### src/rtl/issue_stage_pkg.sv
// Shared types and constants for the dual-issue stage: widths, FSM encoding
// and the ID/EX payload with its bubble value.
package issue_stage_pkg;

  localparam int unsigned AWIDTH       = 5;
  localparam int unsigned PCWIDTH      = 32;
  localparam int unsigned CWIDTH       = 16;
  localparam int unsigned CNTWIDTH_DEF = 16;

  typedef enum logic {
    ISSUE_S_PASS  = 1'b0,
    ISSUE_S_SPLIT = 1'b1
  } issue_state_e;

  typedef struct packed {
    logic               valid;
    logic [PCWIDTH-1:0] pc;
    logic [AWIDTH-1:0]  rs1;
    logic [AWIDTH-1:0]  rs2;
    logic [AWIDTH-1:0]  rd;
    logic               regwrite;
    logic               memread;
    logic               memwrite;
    logic [CWIDTH-1:0]  ctrl;
  } issue_instr_t;

  localparam issue_instr_t ISSUE_BUBBLE = '0;

endpackage

### src/rtl/issue_conflict_check.sv
// Combinational intra-bundle hazard detect between an older slot (s0) and a
// younger slot (s1): RAW on s0's destination, WAW, or two memory operations.
module issue_conflict_check
  import issue_stage_pkg::*;
(
  input  logic              i_s0_valid,
  input  logic [AWIDTH-1:0] i_s0_rd,
  input  logic              i_s0_regwrite,
  input  logic              i_s0_memread,
  input  logic              i_s0_memwrite,
  input  logic              i_s1_valid,
  input  logic [AWIDTH-1:0] i_s1_rs1,
  input  logic [AWIDTH-1:0] i_s1_rs2,
  input  logic [AWIDTH-1:0] i_s1_rd,
  input  logic              i_s1_regwrite,
  input  logic              i_s1_memread,
  input  logic              i_s1_memwrite,
  output logic              o_conflict
);

  logic s0_writes_c;
  logic raw_c;
  logic waw_c;
  logic mem_c;

  // r0 is hardwired zero, so writes to it never create a dependency.
  assign s0_writes_c = i_s0_regwrite && (i_s0_rd != AWIDTH'(0));
  assign raw_c       = s0_writes_c && ((i_s1_rs1 == i_s0_rd) || (i_s1_rs2 == i_s0_rd));
  assign waw_c       = s0_writes_c && i_s1_regwrite && (i_s1_rd == i_s0_rd);
  assign mem_c       = (i_s0_memread || i_s0_memwrite) && (i_s1_memread || i_s1_memwrite);

  assign o_conflict  = i_s0_valid && i_s1_valid && (raw_c || waw_c || mem_c);

endmodule

### src/rtl/issue_stage.sv
// Dual-issue in-order issue stage: splits conflicting bundles over two cycles,
// applies load-use stalls and flushes, and drives the ID/EX registers of both pipes.
module issue_stage
  import issue_stage_pkg::*;
#(
  parameter int unsigned CNTWIDTH = CNTWIDTH_DEF
) (
  input  logic                i_clk,
  input  logic                i_rst_n,
  input  logic                i_bundle_valid,
  output logic                o_bundle_ready,
  input  logic                i_s0_valid,
  input  logic [PCWIDTH-1:0]  i_s0_pc,
  input  logic [AWIDTH-1:0]   i_s0_rs1,
  input  logic [AWIDTH-1:0]   i_s0_rs2,
  input  logic [AWIDTH-1:0]   i_s0_rd,
  input  logic                i_s0_regwrite,
  input  logic                i_s0_memread,
  input  logic                i_s0_memwrite,
  input  logic [CWIDTH-1:0]   i_s0_ctrl,
  input  logic                i_s1_valid,
  input  logic [PCWIDTH-1:0]  i_s1_pc,
  input  logic [AWIDTH-1:0]   i_s1_rs1,
  input  logic [AWIDTH-1:0]   i_s1_rs2,
  input  logic [AWIDTH-1:0]   i_s1_rd,
  input  logic                i_s1_regwrite,
  input  logic                i_s1_memread,
  input  logic                i_s1_memwrite,
  input  logic [CWIDTH-1:0]   i_s1_ctrl,
  output logic [AWIDTH-1:0]   o_cand_p0_rs1,
  output logic [AWIDTH-1:0]   o_cand_p0_rs2,
  output logic [AWIDTH-1:0]   o_cand_p1_rs1,
  output logic [AWIDTH-1:0]   o_cand_p1_rs2,
  input  logic                i_stall_p0,
  input  logic                i_stall_p1,
  input  logic                i_flush,
  output logic                o_p0_valid,
  output logic [PCWIDTH-1:0]  o_p0_pc,
  output logic [AWIDTH-1:0]   o_p0_rs1,
  output logic [AWIDTH-1:0]   o_p0_rs2,
  output logic [AWIDTH-1:0]   o_p0_rd,
  output logic                o_p0_regwrite,
  output logic                o_p0_memread,
  output logic                o_p0_memwrite,
  output logic [CWIDTH-1:0]   o_p0_ctrl,
  output logic                o_p1_valid,
  output logic [PCWIDTH-1:0]  o_p1_pc,
  output logic [AWIDTH-1:0]   o_p1_rs1,
  output logic [AWIDTH-1:0]   o_p1_rs2,
  output logic [AWIDTH-1:0]   o_p1_rd,
  output logic                o_p1_regwrite,
  output logic                o_p1_memread,
  output logic                o_p1_memwrite,
  output logic [CWIDTH-1:0]   o_p1_ctrl,
  output logic [CNTWIDTH-1:0] o_split_cnt,
  output logic [CNTWIDTH-1:0] o_stall_cnt
);

  issue_state_e  state_q, state_d;
  issue_instr_t  hold_q, hold_d;
  issue_instr_t  p0_q, p0_d;
  issue_instr_t  p1_q, p1_d;
  logic [CNTWIDTH-1:0] split_cnt_q, stall_cnt_q;
  logic          split_inc_c, stall_inc_c;

  issue_instr_t  slot0_c, slot1_c;
  issue_instr_t  cand0_c, cand1_c;
  logic          conflict_c;
  logic          stall_c;
  logic          ready_c;

  // Pack decode slots; an invalid slot is a clean bubble so it issues no side effects.
  always_comb begin
    slot0_c = ISSUE_BUBBLE;
    slot1_c = ISSUE_BUBBLE;
    if (i_s0_valid) begin
      slot0_c.valid    = 1'b1;
      slot0_c.pc       = i_s0_pc;
      slot0_c.rs1      = i_s0_rs1;
      slot0_c.rs2      = i_s0_rs2;
      slot0_c.rd       = i_s0_rd;
      slot0_c.regwrite = i_s0_regwrite;
      slot0_c.memread  = i_s0_memread;
      slot0_c.memwrite = i_s0_memwrite;
      slot0_c.ctrl     = i_s0_ctrl;
    end
    if (i_s1_valid) begin
      slot1_c.valid    = 1'b1;
      slot1_c.pc       = i_s1_pc;
      slot1_c.rs1      = i_s1_rs1;
      slot1_c.rs2      = i_s1_rs2;
      slot1_c.rd       = i_s1_rd;
      slot1_c.regwrite = i_s1_regwrite;
      slot1_c.memread  = i_s1_memread;
      slot1_c.memwrite = i_s1_memwrite;
      slot1_c.ctrl     = i_s1_ctrl;
    end
  end

  // Candidate instructions presented to the forwarding units this cycle.
  always_comb begin
    cand0_c = ISSUE_BUBBLE;
    cand1_c = ISSUE_BUBBLE;
    if (state_q == ISSUE_S_SPLIT) begin
      cand1_c = hold_q;
    end else if (i_bundle_valid) begin
      cand0_c = slot0_c;
      cand1_c = slot1_c;
    end
  end

  assign o_cand_p0_rs1 = cand0_c.rs1;
  assign o_cand_p0_rs2 = cand0_c.rs2;
  assign o_cand_p1_rs1 = cand1_c.rs1;
  assign o_cand_p1_rs2 = cand1_c.rs2;

  issue_conflict_check u_conflict (
    .i_s0_valid    (slot0_c.valid),
    .i_s0_rd       (slot0_c.rd),
    .i_s0_regwrite (slot0_c.regwrite),
    .i_s0_memread  (slot0_c.memread),
    .i_s0_memwrite (slot0_c.memwrite),
    .i_s1_valid    (slot1_c.valid),
    .i_s1_rs1      (slot1_c.rs1),
    .i_s1_rs2      (slot1_c.rs2),
    .i_s1_rd       (slot1_c.rd),
    .i_s1_regwrite (slot1_c.regwrite),
    .i_s1_memread  (slot1_c.memread),
    .i_s1_memwrite (slot1_c.memwrite),
    .o_conflict    (conflict_c)
  );

  // A stall request only matters when its pipe has something to issue.
  assign stall_c = (cand0_c.valid && i_stall_p0) || (cand1_c.valid && i_stall_p1);

  // Next state, ID/EX payloads and bundle handshake; flush beats stall beats issue.
  always_comb begin
    state_d     = state_q;
    hold_d      = hold_q;
    p0_d        = ISSUE_BUBBLE;
    p1_d        = ISSUE_BUBBLE;
    ready_c     = 1'b0;
    split_inc_c = 1'b0;
    stall_inc_c = 1'b0;
    if (i_flush) begin
      state_d = ISSUE_S_PASS;
      hold_d  = ISSUE_BUBBLE;
    end else if (stall_c) begin
      stall_inc_c = 1'b1;
    end else begin
      case (state_q)
        ISSUE_S_PASS: begin
          ready_c = 1'b1;
          if (i_bundle_valid) begin
            p0_d = cand0_c;
            if (conflict_c) begin
              hold_d      = cand1_c;
              state_d     = ISSUE_S_SPLIT;
              split_inc_c = 1'b1;
            end else begin
              p1_d = cand1_c;
            end
          end
        end
        ISSUE_S_SPLIT: begin
          p1_d    = hold_q;
          hold_d  = ISSUE_BUBBLE;
          state_d = ISSUE_S_PASS;
        end
        default: begin
          state_d = ISSUE_S_PASS;
          hold_d  = ISSUE_BUBBLE;
        end
      endcase
    end
  end

  assign o_bundle_ready = ready_c;

  always_ff @(posedge i_clk) begin
    if (!i_rst_n) begin
      state_q     <= ISSUE_S_PASS;
      hold_q      <= ISSUE_BUBBLE;
      p0_q        <= ISSUE_BUBBLE;
      p1_q        <= ISSUE_BUBBLE;
      split_cnt_q <= '0;
      stall_cnt_q <= '0;
    end else begin
      state_q <= state_d;
      hold_q  <= hold_d;
      p0_q    <= p0_d;
      p1_q    <= p1_d;
      if (split_inc_c && (split_cnt_q != {CNTWIDTH{1'b1}})) begin
        split_cnt_q <= split_cnt_q + CNTWIDTH'(1);
      end
      if (stall_inc_c && (stall_cnt_q != {CNTWIDTH{1'b1}})) begin
        stall_cnt_q <= stall_cnt_q + CNTWIDTH'(1);
      end
    end
  end

  assign o_p0_valid    = p0_q.valid;
  assign o_p0_pc       = p0_q.pc;
  assign o_p0_rs1      = p0_q.rs1;
  assign o_p0_rs2      = p0_q.rs2;
  assign o_p0_rd       = p0_q.rd;
  assign o_p0_regwrite = p0_q.regwrite;
  assign o_p0_memread  = p0_q.memread;
  assign o_p0_memwrite = p0_q.memwrite;
  assign o_p0_ctrl     = p0_q.ctrl;

  assign o_p1_valid    = p1_q.valid;
  assign o_p1_pc       = p1_q.pc;
  assign o_p1_rs1      = p1_q.rs1;
  assign o_p1_rs2      = p1_q.rs2;
  assign o_p1_rd       = p1_q.rd;
  assign o_p1_regwrite = p1_q.regwrite;
  assign o_p1_memread  = p1_q.memread;
  assign o_p1_memwrite = p1_q.memwrite;
  assign o_p1_ctrl     = p1_q.ctrl;

  assign o_split_cnt = split_cnt_q;
  assign o_stall_cnt = stall_cnt_q;

endmodule
### config.mk
export PLATFORM = sky130hd
export DESIGN_NAME = issue_stage
export DESIGN_NICKNAME = d
export VERILOG_FILES = /design/src/rtl/issue_stage_pkg.sv /design/src/rtl/issue_conflict_check.sv /design/src/rtl/issue_stage.sv
export SDC_FILE = /design/constraint.sdc
export NUM_CORES = 1
export LEC_CHECK = 0
export ABC_AREA = 1
export CORE_UTILIZATION = 40
export DETAILED_ROUTE_END_ITERATION = 10
export HOLD_SLACK_MARGIN = 0.03
export PLACE_DENSITY = 0.74
export SETUP_SLACK_MARGIN = 0.5
export SLEW_MARGIN = 20
export SYNTH_ARGS = -nofsm -noshare
export SYNTH_HDL_FRONTEND = slang
export SYNTH_HIERARCHICAL = 1
export SYNTH_SLANG_ARGS = --single-unit
### constraint.sdc
create_clock -name i_clk -period 3.05 [get_ports i_clk]
set_input_delay 0.915 -clock i_clk [delete_from_list [all_inputs] [get_ports i_clk]]
set_output_delay 0.915 -clock i_clk [all_outputs]
set_load 0.005 [all_outputs]
==> impl_metrics.ini, run 1 <==
[sta]
finalHoldWorstSlack_ns = 0.462
slew_limit_headroom_pct = 29.4
final_max_slew_viol_count = 0
setup-violations-final = 0
finClkSkew_ns = 0.0112
finalHoldViolCount = 0
tightestPinTransition_ns = 1.06
fmax_ghz = 0.349
finalWorstPathRequiredPeriod_ns = 2.87
timing.final.crit_share_pct = 94.0
grt_setup_unrepaired = true

[worst_setup_path]
endpoint_kind = register
cp_data_arrival_time_ns = 3.27
worst_setup_path_start_kind = primary input
timing.setup.critical_path_class = in -> reg
cp_slowest_stage_delay_ns = 0.19
crit_chain = buf_6 -> buf_6 -> buf_6 -> buf_6 -> clkbuf_16 -> nand2_2 -> inv_2 -> nand2_1 -> nand2_1 -> nor2_1 -> nand3_1 -> nand3_1 -> nand2_1 -> a21oi_2 -> nand2_2 -> nor2_4 -> nand4_1 -> buf_6 -> nor2_4 -> nand2_1 -> nand2_1 -> nor2_1
crit_slowest_cell = sky130_fd_sc_hd__a21oi_2
worst-path-max-fanout = 6
rr_worst_depth = 17
timing.critical_path.required_ns = 3.46

[pwr]
design_power_total_w = 0.00722
ir_drop_mv = 0.373
p_leak_nw = 6.43
power_per_cell_area_nw_per_um2 = 445

[flow_run]
max-cap-violations = 0

[route]
drt_pass1_iterations = 5
wl_per_cell_um = 18.2
antenna_left = 0
route.final.wire_length_um = 36600
first_iter_violations = 690
drt_drc_violations_left = 0
route.detailed.vias_per_inst = 5.20
routed-via-count = 10469

[floorplan]
initial_core_util_pct = 41.2
fp.coreArea_um2 = 23700
die_area_um2 = 25000
io_pins = 327
rows = 56
die_height_um = 158
fp.dieW_um = 158

[placed_design]
port_buffers = 326
hpwl_um = 21700
gp_routability_congestion = 0.879
numPlacedInstances = 1866
placed_area_um2 = 13500

[clock_network]
cts_buffers = 26
clockRootBuffer = sky130_fd_sc_hd__clkbuf_16
cts.hold.buffers_added = 0
clkLatencyLatePin_ns = 0.53
clock-sinks = 234
clk_pin_slew_ns = 0.06
level_count_of_the_clock_h_tree = 1
cts_tree = built
cts-root-to-sink-buffers = 3

[yosys]
mappedNetlistArea_um2 = 9750
yosysWarningCount = 6
netlist.area_leader.share_pct = 48.0
synth_cell_types = 34
synth.avg_cell_area_um2 = 7.84
synth_largest_area_cell = sky130_fd_sc_hd__dfxtp_1
ys_seq_elements = 234
yosys-top-cells-area = sky130_fd_sc_hd__dfxtp_1 48%, sky130_fd_sc_hd__nand2_1 9.2%, sky130_fd_sc_hd__nor2_1 7.0%, sky130_fd_sc_hd__nand4_1 5.1%, sky130_fd_sc_hd__inv_1 4.8%
netlist_instances = 1244
ys_seq_area_share_pct = 48.0
synthesis.nets = 1386

[layout]
stdcell_count = 2014
final_util_pct = 68.4
post-route-cell-area_um2 = 16200
areaGrowthSynthToFinish_pct = 66.2
num-nets-final = 1816
layout.filler_cells = 1808
drive_above_1_share_pct = 25.0

[global_routing]
grt-ovfl-total = 0
wire_length_of_the_first_global_routing_pass_um = 50100
antenna_violations_before_repair = 3
maximum_number_of_pins_on_one_net_before_global_route_repair = 95
number_of_global_route_vias_before_repair = 9788
grt_usage_pct = 25.3

[worst_hold_path]
worstHoldPathType = reg -> reg
worstHoldPathCells = 2

[run_status]
result_of_the_run = complete, no violations
[flip-flops by register name, summed over array words and instances (netlist names), 5 cells and up]
name         cells
o_p0_rd          5
o_p0_rs2         5
hold_q          67
o_p1_pc         32
o_p0_ctrl       16
o_p0_rs1         5
o_stall_cnt     16
o_p1_rs2         5
o_split_cnt     16
o_p0_pc         32
o_p1_ctrl       16
o_p1_rd          5
o_p1_rs1         5
[per-layer routing]
metal,track usage [%],up-vias,wire length [um]
li1,-,4938,-
met1,28.8,4937,14200
met2,43.9,479,17700
met3,6.13,115,2890
met4,12.9,0,1870
met5,0,-,0
[cell families (layout without fill, tap and decap cells)]
| logic type | Yosys count | after routing | synth area share (%) |
|---|---|---|---|
| fa+ha+maj | 2 | 2 | 0.257 |
| other cells | 0 | 3 | 0 |
| xor+xnor | 15 | 15 | 1.35 |
| flops | 234 | 234 | 48.0 |
| simple gates | 596 | 599 | 27.5 |
| compound gates | 173 | 173 | 11.8 |
| buf+inv | 224 | 669 | 11.1 |
[cell usage after synthesis]
master and number:
sky130_fd_sc_hd__a21boi_0 1, sky130_fd_sc_hd__a21oi_1 81, sky130_fd_sc_hd__a21oi_2 21, sky130_fd_sc_hd__a22oi_1 10, sky130_fd_sc_hd__a32oi_1 47, sky130_fd_sc_hd__buf_1 5, sky130_fd_sc_hd__buf_12 2, sky130_fd_sc_hd__buf_2 28
sky130_fd_sc_hd__buf_4 20, sky130_fd_sc_hd__buf_6 12, sky130_fd_sc_hd__clkbuf_1 24, sky130_fd_sc_hd__clkinv_2 1, sky130_fd_sc_hd__dfxtp_1 234, sky130_fd_sc_hd__ha_1 2, sky130_fd_sc_hd__inv_1 125, sky130_fd_sc_hd__inv_2 4
sky130_fd_sc_hd__inv_4 2, sky130_fd_sc_hd__inv_6 1, sky130_fd_sc_hd__nand2_1 240, sky130_fd_sc_hd__nand2_2 23, sky130_fd_sc_hd__nand2_4 5, sky130_fd_sc_hd__nand3_1 31, sky130_fd_sc_hd__nand3b_1 1, sky130_fd_sc_hd__nand4_1 79
sky130_fd_sc_hd__nand4_2 1, sky130_fd_sc_hd__nand4_4 1, sky130_fd_sc_hd__nor2_1 181, sky130_fd_sc_hd__nor2_2 9, sky130_fd_sc_hd__nor2_4 4, sky130_fd_sc_hd__nor3_1 21, sky130_fd_sc_hd__o21ai_0 12, sky130_fd_sc_hd__o22ai_1 1
sky130_fd_sc_hd__xnor2_1 9, sky130_fd_sc_hd__xor2_1 6
[cell type report]
cell class,instances,area [um2],share of cell area (%)
timing repair buffer,488,5130,31.7
sequential,234,4690,28.9
multi-input combinational,789,4560,28.2
clock buffer,40,754,4.65
inverter,133,544,3.36
tap,319,399,2.46
clock inverter,6,86.3,0.533
timing repair inverter,2,27.5,0.170
antenna,3,7.51,0.0463
[worst max-delay path, delay by kind of cell]
kind | cells | cell delay [ns]
and+or+nand+nor | 14 | 1.35
AOI/OAI and AO/OA | 1 | 0.19
buffers and inverters | 7 | 0.81
[final timing paths]
check | from | to | slack, ns
setup reg to reg | state_q$_SDFFE_PP0N_ | hold_q[53]$_SDFFE_PP0P_ | 0.49
hold / removal | hold_q[36]$_SDFFE_PP0P_ | hold_q[36]$_SDFFE_PP0P_ | 0.46
hold reg to reg | hold_q[36]$_SDFFE_PP0P_ | hold_q[36]$_SDFFE_PP0P_ | 0.46
setup / recovery | i_s1_valid | o_split_cnt[2]$_SDFFE_PN0P_ | 0.18
[stage by stage]
step / setup slack [ns] / TNS [ns]
after floorplan: 0.399 / 0
after global placement: -0.443 / -46.47
after detailed placement: -0.505 / -55.72
after CTS: 0.338 / 0
after global routing: 0.0815 / 0
final: 0.183 / 0
[report_power, final]
| part | internal, W | switching (W) | leakage (nW) | total, W |
|---|---|---|---|---|
| registers | 0.00309 | 0.0000158 | 1.89 | 0.00310 |
| logic | 0.000513 | 0.000500 | 4.13 | 0.00101 |
| clock network | 0.00187 | 0.00123 | 0.412 | 0.00310 |
| total | 0.00547 | 0.00175 | 6.43 | 0.00722 |
[placed cells by master (no fill, tap or decap), types with 32 or more instances in the layout]
cell type	Yosys	routed
sky130_fd_sc_hd__a21oi_1	81	62
sky130_fd_sc_hd__a21oi_2	21	40
sky130_fd_sc_hd__a32oi_1	47	32
sky130_fd_sc_hd__buf_4	20	83
sky130_fd_sc_hd__buf_6	12	43
sky130_fd_sc_hd__clkbuf_16	0	43
sky130_fd_sc_hd__clkdlybuf4s50_1	0	276
sky130_fd_sc_hd__dfxtp_1	234	232
sky130_fd_sc_hd__inv_1	125	102
sky130_fd_sc_hd__nand2_1	240	203
sky130_fd_sc_hd__nand2_2	23	44
sky130_fd_sc_hd__nand4_1	79	79
sky130_fd_sc_hd__nor2_1	181	168
[timing repair]
action	CTS	global route
resized for setup	193	148
buffers inserted	52	16
cloned	6	25
setup endpoints to repair	171	252
pin swaps	41	100
Note: power is estimated with default switching activity, not from simulation.
==> run 2: changes to the inputs <==
--- a/config.mk
+++ b/config.mk
@@ -8,6 +8,7 @@
 export ABC_AREA = 1
 export CORE_UTILIZATION = 40
 export DETAILED_ROUTE_END_ITERATION = 10
+export GPL_TIMING_DRIVEN = 1
 export HOLD_SLACK_MARGIN = 0.03
 export PLACE_DENSITY = 0.74
 export SETUP_SLACK_MARGIN = 0.5
==> results of run 2 <==
The final DEF is identical to that of run 1; final timing and power are the same.
==> run 3: changes to the inputs <==
--- a/config.mk
+++ b/config.mk
@@ -12,7 +12,6 @@
 export HOLD_SLACK_MARGIN = 0.03
 export PLACE_DENSITY = 0.74
 export SETUP_SLACK_MARGIN = 0.5
-export SLEW_MARGIN = 20
 export SYNTH_ARGS = -nofsm -noshare
 export SYNTH_HDL_FRONTEND = slang
 export SYNTH_HIERARCHICAL = 1
==> results of run 3 <==
The final DEF is identical to that of run 1; final timing and power are the same.
